<file path="src/rtl/uart_rx_msg.sv">
// Command-frame parser: hunts for the 0x5A header, decodes the command, gathers
// operands, verifies CRC8 and only then commits cmd/theta/burst count.
module uart_rx_msg #(
  parameter int unsigned TIMEOUT_CYCLES = 1_000_000,
  parameter logic [7:0]  CRC_POLY       = 8'h9B,
  parameter logic [7:0]  CRC_INIT       = 8'h00
) (
  input  logic        i_clk,
  input  logic        i_rst,
  input  logic [7:0]  i_rx_byte,
  input  logic        i_rx_byte_valid,
  output logic [7:0]  o_cmd_reg,
  output logic        o_cmd_valid,
  output logic [7:0]  o_burst_cnt,
  output logic        o_burst_cnt_valid,
  output logic [47:0] o_theta,
  output logic        o_theta_valid,
  output logic        o_cordic_en,
  output logic        o_rx_msg_err
);

  localparam logic [7:0] HDR    = 8'h5A;
  localparam logic [7:0] CMD_D1 = 8'hD1;
  localparam logic [7:0] CMD_D2 = 8'hD2;
  localparam logic [7:0] CMD_E1 = 8'hE1;
  localparam logic [7:0] CMD_E2 = 8'hE2;

  localparam int unsigned   TO_W    = $clog2(TIMEOUT_CYCLES + 1);
  localparam logic [TO_W-1:0] TO_LAST = TO_W'(TIMEOUT_CYCLES - 1);

  typedef enum logic [2:0] {
    S_IDLE,
    S_CMD,
    S_BURST,
    S_THETA,
    S_CRC,
    S_COMMIT
  } state_t;

  state_t          state_q;
  logic [7:0]      crc_q;
  logic [7:0]      cmd_sh_q;
  logic [7:0]      burst_sh_q;
  logic [47:0]     theta_sh_q;
  logic [2:0]      idx_q;
  logic [TO_W-1:0] to_cnt_q;
  logic            burst_pend_q;

  logic [7:0]      crc_base;
  logic [7:0]      crc_d;

  function automatic logic [7:0] crc8_byte(input logic [7:0] crc, input logic [7:0] data);
    logic [7:0] c;
    c = crc ^ data;
    for (int k = 0; k < 8; k++) begin
      c = c[7] ? ((c << 1) ^ CRC_POLY) : (c << 1);
    end
    return c;
  endfunction

  // A header seen in IDLE or COMMIT restarts the running CRC from the preset.
  always_comb begin
    crc_base = crc_q;
    if (state_q == S_IDLE || state_q == S_COMMIT) begin
      crc_base = CRC_INIT;
    end
    crc_d = crc8_byte(crc_base, i_rx_byte);
  end

  always_ff @(posedge i_clk or posedge i_rst) begin
    if (i_rst) begin
      state_q           <= S_IDLE;
      crc_q             <= CRC_INIT;
      cmd_sh_q          <= 8'h00;
      burst_sh_q        <= 8'h00;
      theta_sh_q        <= 48'h0;
      idx_q             <= 3'd0;
      to_cnt_q          <= '0;
      burst_pend_q      <= 1'b0;
      o_cmd_reg         <= 8'h00;
      o_cmd_valid       <= 1'b0;
      o_burst_cnt       <= 8'h00;
      o_burst_cnt_valid <= 1'b0;
      o_theta           <= 48'h0;
      o_theta_valid     <= 1'b0;
      o_cordic_en       <= 1'b0;
      o_rx_msg_err      <= 1'b0;
    end else begin
      o_cmd_valid       <= 1'b0;
      o_theta_valid     <= 1'b0;
      o_burst_cnt_valid <= 1'b0;
      o_rx_msg_err      <= 1'b0;

      // Burst-count pulse trails the commit by one cycle regardless of parser state.
      if (burst_pend_q) begin
        o_burst_cnt_valid <= 1'b1;
        burst_pend_q      <= 1'b0;
      end

      if (i_rx_byte_valid) begin
        to_cnt_q <= '0;
      end else if (state_q != S_IDLE && state_q != S_COMMIT) begin
        if (to_cnt_q == TO_LAST) begin
          o_rx_msg_err <= 1'b1;
          state_q      <= S_IDLE;
          to_cnt_q     <= '0;
        end else begin
          to_cnt_q <= to_cnt_q + 1'b1;
        end
      end

      if (state_q == S_COMMIT) begin
        o_cmd_reg   <= cmd_sh_q;
        o_cmd_valid <= 1'b1;
        if (cmd_sh_q == CMD_D1 || cmd_sh_q == CMD_D2) begin
          o_theta       <= theta_sh_q;
          o_theta_valid <= 1'b1;
        end
        if (cmd_sh_q == CMD_D2) begin
          o_burst_cnt  <= burst_sh_q;
          burst_pend_q <= 1'b1;
        end
        if (cmd_sh_q == CMD_E2) begin
          o_cordic_en <= 1'b1;
        end else if (cmd_sh_q == CMD_E1) begin
          o_cordic_en <= 1'b0;
        end
      end

      case (state_q)
        S_IDLE, S_COMMIT: begin
          state_q <= S_IDLE;
          if (i_rx_byte_valid && i_rx_byte == HDR) begin
            state_q <= S_CMD;
            crc_q   <= crc_d;
          end
        end
        S_CMD: begin
          if (i_rx_byte_valid) begin
            cmd_sh_q <= i_rx_byte;
            crc_q    <= crc_d;
            idx_q    <= 3'd0;
            if (i_rx_byte == CMD_D1) begin
              state_q <= S_THETA;
            end else if (i_rx_byte == CMD_D2) begin
              state_q <= S_BURST;
            end else if (i_rx_byte == CMD_E1 || i_rx_byte == CMD_E2) begin
              state_q <= S_CRC;
            end else begin
              o_rx_msg_err <= 1'b1;
              state_q      <= S_IDLE;
            end
          end
        end
        S_BURST: begin
          if (i_rx_byte_valid) begin
            if (i_rx_byte == 8'h00) begin
              o_rx_msg_err <= 1'b1;
              state_q      <= S_IDLE;
            end else begin
              burst_sh_q <= i_rx_byte;
              crc_q      <= crc_d;
              idx_q      <= 3'd0;
              state_q    <= S_THETA;
            end
          end
        end
        S_THETA: begin
          if (i_rx_byte_valid) begin
            theta_sh_q[{idx_q, 3'b000} +: 8] <= i_rx_byte;
            crc_q <= crc_d;
            if (idx_q == 3'd5) begin
              state_q <= S_CRC;
            end else begin
              idx_q <= idx_q + 3'd1;
            end
          end
        end
        S_CRC: begin
          if (i_rx_byte_valid) begin
            if (i_rx_byte == crc_q) begin
              state_q <= S_COMMIT;
            end else begin
              o_rx_msg_err <= 1'b1;
              state_q      <= S_IDLE;
            end
          end
        end
        default: state_q <= S_IDLE;
      endcase
    end
  end

endmodule
</file>
<file path="config.mk">
export PLATFORM = sky130hd
export DESIGN_NAME = uart_rx_msg
export DESIGN_NICKNAME = d
export VERILOG_FILES = /design/src/rtl/uart_rx_msg.sv
export SDC_FILE = /design/constraint.sdc
export NUM_CORES = 1
export LEC_CHECK = 0
export CORE_ASPECT_RATIO = 0.9
export CORE_MARGIN = 5
export CORE_UTILIZATION = 50
export CTS_CLUSTER_DIAMETER = 40
export DETAILED_ROUTE_END_ITERATION = 8
export PLACE_DENSITY = 0.84
export SYNTH_ARGS = -nofsm -noshare
export SYNTH_HDL_FRONTEND = slang
export SYNTH_SLANG_ARGS = --single-unit
</file>
<file path="constraint.sdc">
create_clock -name i_clk -period 12.1 [get_ports i_clk]
set_clock_uncertainty 0.15 [all_clocks]
set_input_delay 3.025 -clock i_clk [delete_from_list [all_inputs] [get_ports i_clk]]
set_output_delay 3.025 -clock i_clk [all_outputs]
set_load 0.05 [all_outputs]
</file>
; Yosys cells after proc, flatten, opt, wreduce, memory -nomap -nowiden
; Cells that the tools add are included.
[totals]
regBits = 168
latchBits = 0
ram_bits = 0
romBits = 0
input_bits = 11
out_inout_bits = 69
elab_cells = 137
mem_count = 0
[op_classes]
n_addsub = 3
n_mul = 0
div_mod_pow = 0
magnitude_cmp = 0
n_eq_ne = 25
n_shift = 2
n_mux = 59
n_bitwise = 10
n_reduce_logical = 22
[op_table]
columns = operator, count
row1 = $mux W8, 13
row2 = $eq A8 B8 Y1 const B, 8
row3 = $mux W20, 3
row4 = $mux W3, 17
row5 = $bwmux W48, 1
row6 = $shift A8 B8 Y48 const A, 1
row7 = $shiftx A8 B8 Y48, 1
row8 = $not A5 Y5, 8
row9 = $pmux W8 S3, 1
row10 = $add A20 B1 Y20 const B, 1
row11 = $eq A20 B20 Y1 const B, 1
row12 = $mux W1, 20
row13 = $pmux W3 S5, 1
row14 = $ne A2 B2 Y1 const B, 6
row15 = $reduce_and A2 Y1, 5
row16 = $eq A3 B3 Y1 const B, 3
row17 = $pmux W3 S3, 1
row18 = $reduce_bool A3 Y1, 3
row19 = $eq A8 B7 Y1 const B, 1
row20 = $eq A8 B8 Y1, 1
row21 = $logic_not A8 Y1, 1
row22 = $neg A6 Y8, 1
row23 = $xor A8 B8 Y8, 1
row24 = $eq A3 B2 Y1 const B, 2
row25 = 15 further kinds, 20

; Longest topological paths before layout
[logic_depth]
word_depth = 23
mapped_depth = 9
ltp_nobuf = 8

; Least setup slack after synthesis
; OpenSTA, ideal clock, no wires.
[synth_timing]
kind = input to register
startpoint = input port i_rx_byte_valid
endpoint = register theta_sh_q[32]
setup_time_ns = 0.125
arrival_time_ns = 4.538
required_ns = 11.825
slack_ns = 7.288
path_stages = 6
path_buffers = 2
path_cell_list = clkbuf_1 -> nand4b_1 -> nor3_1 -> and3_1 -> clkbuf_1 -> mux2_2
[synth_via]
elab_chain_cells = 1
[synth_rtl]
columns = element, line_no
row1 = "start, declared", 11  ; input logic i_rx_byte_valid,
row2 = $reduce_and A2 Y1 (no line), -
row3 = "end signal, assigned by index", 170  ; theta_sh_q[{idx_q, 3'b000} +: 8] <= i_rx_byte;
row4 = "end, declared", 44  ; logic [47:0] theta_sh_q;
; No other way between the ends.
; A chain may end at the register's enable or synchronous reset.

; Worst setup path after layout
[layout_timing]
startpoint = input port i_rx_byte_valid
endpoint = register theta_sh_q[47]
; Same word-level chain as after synthesis.

==> flow_metrics.py <==
metrics = {
    "final_layout": {
        "layout.cells.non_filler": 933,
        "drive_gt1_share_pct": 17.4,
        "finalNetCount": 741,
        "final_common_cell": "dfrtp_1",
        "top_regs": "o_theta: 48 flops, theta_sh_q: 48 flops, to_cnt_q: 20 flops",
        "antenna_cells": 0,
        "layout_common_cells": "dfrtp_1, mux2_2, nand2_1, clkdlybuf4s50_1, o21ai_0",
        "area_delta_synth_final_pct": 20.4,
    },
    "placement": {
        "place_congestion": 0.899,
        "port_buffers": 79,
        "post-place-ws_ns": 6.34,
        "dp.cells": 903,
        "dp_hpwl_mm": 11.2,
    },
    "cts": {
        "cts_num_sinks": 168,
        "path_clk_slew_ns": 0.06,
        "cts_buffers": 17,
        "cts_hold_buf": 0,
        "root_buffer": "clkbuf_16",
        "post-cts-setup-buffers": 0,
        "cts_buffer_depth": 2,
        "htree_num_levels": 4,
        "tritoncts": "yes",
        "worstSkewPairLatency_ns": 0.42,
        "postCtsResizedCells": 0,
    },
    "timing": {
        "worst_slack_ns": 6.75,
        "holdWs_ns": 0.199,
        "slew_viol_final": 0,
        "finalSetupViolations": 0,
        "timing.final.crit_share_pct": 44.2,
        "rsz0062_at_grt": "no",
        "setup_tns_ns": 0,
        "worst_pin_slew_ns": 1.19,
        "maxClockFrequency_mhz": 187,
        "max_slew_margin_pct": 20.2,
        "min_period_ns": 5.35,
        "hold_viol_final": 0,
    },
    "die": {
        "fp.dieH_um": 126,
        "io_pins": 80,
        "rows": 42,
        "chipWidth_um": 139,
        "die_area_um2": 17500,
        "initial_core_util_pct": 50.9,
        "core_um2": 14700,
    },
    "drt": {
        "vias_per_cell": 5.47,
        "firstDrtPassIters": 5,
        "wl_mm": 16.6,
        "first_iter_violations": 330,
        "drc": 0,
        "wl_per_cell_um": 17.8,
        "vias": 5108,
        "ant_nets": 0,
    },
    "critical_path": {
        "cp_max_fo": 16,
        "cp.required_ns": 12.26,
        "cp_top_family": "simple AND/OR/NAND/NOR gates",
        "slowest_delay_ns": 0.94,
        "path_class": "in2reg",
        "crit_path_end_kind": "flop",
        "cp.arrival_ns": 5.51,
        "critPathLaunchType": "primary input",
        "slowest_stage": "nor4b_2",
        "path_cells": "clkdlybuf4s50_1 > nand4b_1 > nor4b_2 > mux2_2",
        "path_buf_inv": 1,
    },
    "synthesis": {
        "synthArstFlopShare_pct": 100,
        "synth_ff_type": "dfrtp_1",
        "syn_inst": 656,
        "syn-num-nets": 673,
        "yosys_register_bits": 168,
        "avgSynthCellArea_um2": 11.4,
        "seq_area_frac_synth_pct": 56.1,
        "synth-edff-count": 0,
        "synth_cell_types": 48,
        "yosys_warnings": 0,
        "syn_area_um2": 7490,
    },
    "power_and_ir_drop": {
        "power.leakage_nw": 4.06,
        "ir_drop_uv": 133,
        "powerDensity_nw_per_um2": 183,
    },
    "grt": {
        "grt_first_pass_wirelength_mm": 28.1,
        "grt_max_degree": 95,
        "grt_usage_pct": 19.8,
        "grt_antenna_before_repair": 0,
        "grt_overflow": 0,
        "grt_pass1_vias": 5479,
    },
    "min_path": {
        "hp-class": "reg2reg",
    },
    "run_status": {
        "status": "finished, final reports clean",
    },
    "run": {
        "cap_violations": 0,
    },
}
where the power goes:
group	switching [W]	internal [W]	total, W
logic	0.000216	0.000181	0.000397
registers	0.0000787	0.000636	0.000715
clock network	0.000214	0.000327	0.000542
worst paths after layout:
| kind | startpoint | cells past startpoint | slack [ns] | end |
|---|---|---|---|---|
| worst min-delay path | burst_pend_q$_DFF_PP0_ | 0 | 0.20 | o_burst_cnt_valid$_DFF_PP0_ |
| worst max-delay path | i_rx_byte_valid | 4 | 6.75 | theta_sh_q[47]$_DFFE_PP0P_ |
| worst min register to register | burst_pend_q$_DFF_PP0_ | 0 | 0.20 | o_burst_cnt_valid$_DFF_PP0_ |
| max in group asynchronous | i_rst | 3 | 7.35 | o_theta[35]$_DFFE_PP0P_ |
| min in group asynchronous | i_rst | 2 | 3.00 | to_cnt_q[9]$_DFFE_PP0P_ |
| worst max register to register | state_q[1]$_DFF_PP0_ | 5 | 8.60 | o_theta[5]$_DFFE_PP0P_ |
through the flow:
| step | total power (W) | cell area [µm²] | util (%) |
|---|---|---|---|
| 2_1_floorplan | 0.00101 | 7490 | - |
| 4_1_cts | 0.00166 | 9020 | 61.3 |
| 3_3_place_gp | 0.00110 | 8420 | 57.3 |
| 6_report | 0.00165 | 9020 | 61.3 |
| 3_5_place_dp | 0.00112 | 8420 | 57.3 |
| 5_1_grt | 0.00174 | 9020 | 61.3 |
synth_stat cells, drive strengths merged (2+ instances only):
| cell | n | area [µm²] |
|---|---|---|
| nand4 | 9 | 56.3 |
| a21oi | 14 | 70.1 |
| or4b | 2 | 20.0 |
| nor4 | 3 | 18.8 |
| and3 | 4 | 25.0 |
| xnor2 | 31 | 279 |
| nand2 | 80 | 300 |
| a211oi | 4 | 30.0 |
| ha | 6 | 75.1 |
| nand4b | 4 | 35.0 |
| nand3b | 2 | 15.0 |
| a31oi | 4 | 25.0 |
| clkbuf | 28 | 105 |
| dfrtp | 168 | 4200 |
| nand2b | 6 | 37.5 |
| nor3 | 11 | 60.1 |
| buf | 4 | 26.3 |
| o21ai | 49 | 249 |
| xor2 | 25 | 219 |
| nand3 | 30 | 150 |
| or4 | 2 | 18.8 |
| nor2 | 31 | 116 |
| clkinv | 2 | 7.51 |
| a21o | 2 | 15.0 |
| mux2 | 96 | 1080 |
| xnor3 | 2 | 45.0 |
| inv | 23 | 86.3 |
logic make-up (layout without fill, tap and decap cells):
family	after synthesis	count (layout)	share of synthesized area, %
and+or+nand+nor	188	188	11.8
DFF	168	168	56.1
muxes	97	97	14.6
AOI/OAI and AO/OA	82	82	6.18
xor gates and xnor gates	58	58	7.25
buffers and inverters	57	136	3.01
adders and majority gates	6	6	1.00
layer usage:
metal / up-vias / routed length (µm) / GRT usage, % / part of all wire [%]
met5: - / 0 / 0 / 0
met4: 0 / 259 / 6.50 / 1.6
met3: 25 / 955 / 5.23 / 5.8
met1: 2531 / 7290 / 26.0 / 44
li1: 2389 / - / - / -
met2: 163 / 8080 / 32.3 / 49
area by class of cell:
cell class / instances / area, µm²
Clock buffer: 18 / 439
Sequential cell: 168 / 4200
Inverter: 25 / 98.8
Multi-Input combinational cell: 431 / 3070
Clock inverter: 12 / 153
Timing Repair Buffer: 81 / 806
Fill cell: 1148 / 5700
Tap cell: 198 / 248
Power figures use the tool's default switching activity.
